### config.mk
export PLATFORM = sky130hd
export DESIGN_NAME = fifo_wr_arbiter
export DESIGN_NICKNAME = d
export VERILOG_FILES = /design/src/rtl/fifo_wr_arbiter.sv
export SDC_FILE = /design/constraint.sdc
export NUM_CORES = 1
export LEC_CHECK = 0
export CAP_MARGIN = 20
export CORE_MARGIN = 4
export CORE_UTILIZATION = 25
export CTS_CLUSTER_DIAMETER = 60
export DETAILED_ROUTE_END_ITERATION = 10
export GPL_TIMING_DRIVEN = 0
export REMOVE_ABC_BUFFERS = 1
export SYNTH_ARGS = -nofsm -noshare
export SYNTH_HDL_FRONTEND = slang
export SYNTH_SLANG_ARGS = --single-unit
### constraint.sdc
create_clock -name clk -period 2.37 [get_ports clk]
set_input_delay 0.5925 -clock clk [delete_from_list [all_inputs] [get_ports clk]]
set_output_delay 0.5925 -clock clk [all_outputs]
set_load 0.1 [all_outputs]
### src/rtl/fifo_wr_arbiter.sv
// fifo_wr_arbiter: round-robin arbiter sharing one FIFO write port, with its own level count.
// Define FIFO_ARB_PRIO0_EN to give requester 0 strict priority over the round-robin group.
module fifo_wr_arbiter #(
  parameter int WIDTH     = 8,
  parameter int FIFO_SIZE = 16,
  parameter int NUM_REQ   = 4,
  parameter int PTR_WIDTH = $clog2(FIFO_SIZE)
) (
  input  logic                     clk,
  input  logic                     res,
  input  logic [NUM_REQ-1:0]       req,
  input  logic [NUM_REQ*WIDTH-1:0] req_data,
  output logic [NUM_REQ-1:0]       gnt,
  output logic                     fifo_wr_en,
  output logic [WIDTH-1:0]         fifo_wdata,
  input  logic                     rd_fire,
  output logic [PTR_WIDTH:0]       level,
  output logic                     busy
);
  localparam int IDX_W = $clog2(NUM_REQ);
  localparam int LW    = PTR_WIDTH + 1;
  logic [IDX_W-1:0] rr_ptr, sel, cand;
  logic             hit, space, grant, dec, upd;
  assign space = level < LW'(FIFO_SIZE);
  assign dec   = rd_fire & (level != '0);
  // Search offsets high to low so the nearest requester at or after rr_ptr wins last.
  always_comb begin
    hit  = 1'b0;
    sel  = '0;
    cand = '0;
    for (int i = NUM_REQ - 1; i >= 0; i--) begin
      cand = IDX_W'((int'(rr_ptr) + i) % NUM_REQ);
      if (req[cand]) begin
        hit = 1'b1;
        sel = cand;
      end
    end
`ifdef FIFO_ARB_PRIO0_EN
    if (req[0]) begin
      hit = 1'b1;
      sel = '0;
    end
    upd = sel != '0;
`else
    upd = 1'b1;
`endif
    grant = res & space & hit;
    gnt   = grant ? NUM_REQ'(1) << sel : '0;
  end
  always_ff @(posedge clk or negedge res) begin
    if (!res) begin
      fifo_wr_en <= 1'b0;
      fifo_wdata <= '0;
      rr_ptr     <= '0;
      level      <= '0;
      busy       <= 1'b0;
    end else begin
      fifo_wr_en <= grant;
      fifo_wdata <= grant ? req_data[sel*WIDTH +: WIDTH] : '0;
      if (grant & upd) rr_ptr <= (sel == IDX_W'(NUM_REQ - 1)) ? '0 : sel + 1'b1;
      level      <= level + LW'(grant) - LW'(dec);
      busy       <= (|req) & (level == LW'(FIFO_SIZE));
    end
  end
endmodule
# Word-level counts from Yosys, hierarchy flattened
# Cells that the tools add are included.
[word_totals] reg_bits=17 latch_bits=0 mem_bits_rw=0 romBits=0 inputBits=39 output_inout_bits=19 wordCells=45 memories=0
[classes] add_sub_neg=6 n_mul=0 div=0 magnitude_cmp=5 n_eq_ne=2 shifts=2 muxes=19 bitwise_logic=4 reduce_logical=2
[op_table] operator="$shiftx A32 B6 Y8" n=1
[op_table] operator="$lt A2 B3 Y1 const B" n=4
[op_table] operator="$mux W2" n=5
[op_table] operator="$bmux W1 S2" n=4
[op_table] operator="$mux W1" n=8
[op_table] operator="$mux W8" n=1
[op_table] operator="$add A5 B1 Y5" n=1
[op_table] operator="$eq A5 B5 Y1 const B" n=1
[op_table] operator="$lt A5 B5 Y1 const B" n=1
[op_table] operator="$reduce_bool A5 Y1" n=1
[op_table] operator="$sub A5 B1 Y5" n=1
[op_table] operator="$add A2 B1 Y2 const B" n=2
[op_table] operator="$add A2 B2 Y2 const B" n=2
[op_table] operator="$and A1 B1 Y1" n=4
[op_table] operator="$mux W4" n=1
[op_table] operator="$reduce_or A4 Y1" n=1
[op_table] operator="$shl A1 B2 Y4 const A" n=1
[op_table] operator="$eq A2 B2 Y1 const B" n=1

# Logic depth before layout (Yosys ltp)
[logic_depth] ltp_word=10 depth_mapped=13 mapped_depth_nobuf=12

# Least setup slack after synthesis
# Ideal clock, no wire load.
[synth_path] path_type="input-to-output" from="in req[2]" to="out gnt[3]" t_arrival_ns=2.219 required_ns=1.778 setup_slack_ns=-0.441 path_stages=8 path_cell_list="inv_1 -> o22ai_1 -> a211o_1 -> buf_6 -> buf_12 -> inv_2 -> ha_1 -> and2_1"
[synth_via] elab_chain_len=8
[synth_lines] element="start: declaration" line="11" rtl="input logic [NUM_REQ-1:0] req,"
[synth_lines] element="$bmux W1 S2" line="33" rtl="if (req[cand]) begin"
[synth_lines] element="$mux W1 (not written as such)" line="33"
[synth_lines] element="$mux W2 / $mux W1 (equally long branches) (4 in series)" line="33"
[synth_lines] element="$shl A1 B2 Y4 / $and A1 B1 Y1 (equally long branches)" line="48, 47"
[synth_lines] element="$mux W4 *" line="48" rtl="gnt = grant ? NUM_REQ'(1) << sel : '0;"
[synth_lines] element="end: declaration" line="13" rtl="output logic [NUM_REQ-1:0] gnt,"
# Every way passes the cells marked *; elsewhere a longest branch is shown, timed or not. The select of a mux whose other input is x is not followed.

# Final worst setup path
[layout_path] from="in req[0]" to="out gnt[2]"
# Same word-level chain as after synthesis.

==> impl_metrics.py <==
metrics = {
    "run_status": {
        "status": "finished with violations",
        "violations": "negative setup slack",
    },
    "placed_design": {
        "place_ws_ns": -1.80,
        "gp_congestion": 0.775,
        "place_hpwl_um": 2180,
        "port_buffers": 57,
        "placedCellCount": 206,
    },
    "clock_network": {
        "cts_tree": "yes",
        "path_clk_slew_ns": 0.07,
        "cts_buffers": 3,
        "clkSinkCount": 17,
        "postCtsHoldBufs": 0,
        "clock_latency_ns": 0.25,
        "cts_root_buf": "clkbuf_8",
        "h-tree-depth": 1,
        "clock_path_buffers": 2,
    },
    "drt": {
        "drt_iter0_markers": 12,
        "viasPerCell": 4.52,
        "drt-total-wl_um": 2890,
        "drcViolationCount": 0,
        "drtPass1Iterations": 4,
        "wl_per_cell_um": 12.9,
        "vias": 1009,
        "route.antenna.remaining_nets": 0,
    },
    "timing": {
        "slew_viol_final": 0,
        "slew_headroom_pct": 32.4,
        "finalWorstSetupSlack_ns": -0.0873,
        "finalCriticalPeriod_ns": 2.46,
        "fin_skew_ns": 0.00378,
        "finalHoldViolations": 0,
        "rsz0062_at_grt": "yes",
        "fmax_mhz": 407,
        "setup_viol": 4,
        "worst_pin_slew_ns": 1.01,
        "post-route-period-util_pct": 104,
    },
    "logic_synthesis": {
        "netlist_top_cells_count": "17 x dfrtp_1, 16 x mux2i_1, 10 x ha_1, 10 x inv_1, 9 x o22ai_1",
        "netlist_top_cells_area": "dfrtp_1 40%, mux2i_1 15%, ha_1 12%",
        "synth_flop_cell": "dfrtp_1",
        "synth.most_common_cell": "dfrtp_1",
        "yosys_warnings": 0,
        "synth_edf_count": 0,
        "netlist_area_um2": 1070,
        "synth_cell_types": 25,
        "synth_area_leader_cell": "dfrtp_1",
        "synth_seq_area_share_pct": 39.6,
        "synth_cells": 102,
        "synth_area_per_cell_um2": 10.5,
        "synthArstFlopShare_pct": 100,
        "ys_ff_latch": 17,
        "synth_top_area_share_pct": 39.6,
    },
    "floorplan": {
        "dieArea_um2": 5410,
        "initial_core_util_pct": 26.3,
        "die_y_um": 73.5,
        "io_pins": 58,
        "die_w_um": 73.5,
        "rows": 23,
        "core-area_um2": 4090,
    },
    "pwr": {
        "ir_drop_mv": 0.437,
        "seqPwrFrac_pct": 18.7,
        "power.density_nw_per_um2": 1320,
        "p_clk_share_pct": 8.7,
        "p_switching_mw": 1.37,
        "p_total_mw": 2.54,
        "power_frac_comb_pct": 72.7,
        "internal-power_mw": 1.16,
        "p_sw_share_pct": 54.2,
        "p_leak_nw": 0.905,
    },
    "worst_hold_path": {
        "worstHoldPathType": "in -> async",
    },
    "global_routing": {
        "grt_pass1_vias": 1083,
        "grt_max_degree": 19,
        "antenna_found_initial": 0,
        "grt_pass1_wl_um": 4590,
        "grt_overflow_total": 0,
        "grt.total_usage_pct": 11.2,
    },
    "setup_path": {
        "critPathLaunchType": "input port",
        "worstPathRequired_ns": 1.78,
        "arrival_ns": 1.86,
        "worst-setup-path-type": "in -> out",
        "end_kind": "output port",
        "cp_max_fo": 4,
    },
    "final_layout": {
        "final-instance-count-excl-fill": 223,
        "area.growth.synth_to_final_pct": 78.7,
        "nets": 224,
        "drive_gt1_share_pct": 24.9,
        "n_antenna_cell": 0,
        "finish.utilization_pct": 46.9,
    },
    "job": {
        "max-cap-violations": 0,
    },
}
[logic make-up (layout without fill, tap and decap cells)]
| kind of cell | count (synthesis) | in the layout | share of synthesized area, % |
|---|---|---|---|
| AOI/OAI and AO/OA | 19 | 19 | 10.7 |
| buffers and inverters | 14 | 85 | 7.11 |
| and+or+nand+nor | 21 | 21 | 10.8 |
| xor gates and xnor gates | 4 | 4 | 3.26 |
| DFF | 17 | 17 | 39.6 |
| adders and majority gates | 11 | 11 | 13.5 |
| muxes | 16 | 16 | 14.9 |
[per-layer routing]
metal  GRT usage, %  share of wire, %  vias up
li1               -                 -      494
met1           10.9                36      454
met2           19.6                49       52
met3           4.92                12        9
met4           6.04               2.9        0
met5              0                 0        -
[final timing paths]
check / start / slack, ns / to / cells after the start
max reg2reg: level[2]$_DFF_PN0_ / 0.06 / level[4]$_DFF_PN0_ / 12
max in group asynchronous: res / 1.98 / level[2]$_DFF_PN0_ / 1
min in group clk: level[0]$_DFF_PN0_ / 0.53 / level[0]$_DFF_PN0_ / 1
min: res / 0.19 / fifo_wdata[0]$_DFF_PN0_ / 1
min reg2reg: level[0]$_DFF_PN0_ / 0.53 / level[0]$_DFF_PN0_ / 1
max: req[0] / -0.09 / gnt[2] / 8
[layout make-up]
cell class,instances,area [um^2]
clock buffers,4,45.0
flip-flops and latches,17,425
fillers,376,2170
multi-input cells,71,643
inverters,11,43.8
well taps,50,62.6
repair buffers,70,698
[worst max-delay path, cell delays in order]
cell and delay (ns):
buf_8 0.10, a21oi_4 0.15, nor3b_2 0.06, or3_4 0.42, inv_4 0.10, ha_4 0.13, and2_4 0.14, buf_12 0.16
[registers in the layout, indices dropped and copies added (netlist names)]
name / flops
busy: 1
fifo_wdata: 8
fifo_wr_en: 1
level: 5
rr_ptr: 2
[cell usage in the layout (no fill, tap or decap), types with 2 or more instances in the layout]
master           synthesis  routed
buf_12                   1       4
inv_2                    1       2
and2_4                   0       4
ha_4                     0       2
dfrtp_1                 17      17
xnor2_1                  2       2
inv_1                   10       8
clkdlybuf4s50_1          0      42
clkbuf_8                 0       3
ha_2                     0       2
nand2_1                  3       3
buf_2                    0       2
mux2i_1                 16      16
nor2_1                   7       6
a21oi_1                  7       6
o22ai_1                  9       9
xor2_1                   2       2
dlygate4sd2_1            0       5
buf_4                    0      14
nand2b_1                 2       2
ha_1                    10       6
[through the flow]
step	cell area, um^2	setup TNS, ns	hold WS [ns]
after floorplan	1040	-2.96	0.297
after global routing	1920	-0.430	0.207
after detailed placement	1670	-15.08	0.533
final	1920	-0.265	0.194
after global placement	1670	-14.47	0.525
after CTS	1880	-0.0838	0.203
[timing repair]
item,CTS,global route
resized for setup,83,6
gates cloned,0,0
setup endpoints to repair,23,6
pin swaps,5,4
buffers inserted,11,2
[power by group through the flow]
stage	combinational (mW)	clock (mW)	sequential [mW]
floorplan	0.603	0	1.12
global placement	1.61	0	0.484
detailed placement	1.63	0	0.488
CTS	1.79	0.225	0.478
global route	1.97	0.239	0.490
finish	1.84	0.220	0.474
No activity file was read; power rests on OpenSTA's default activity.
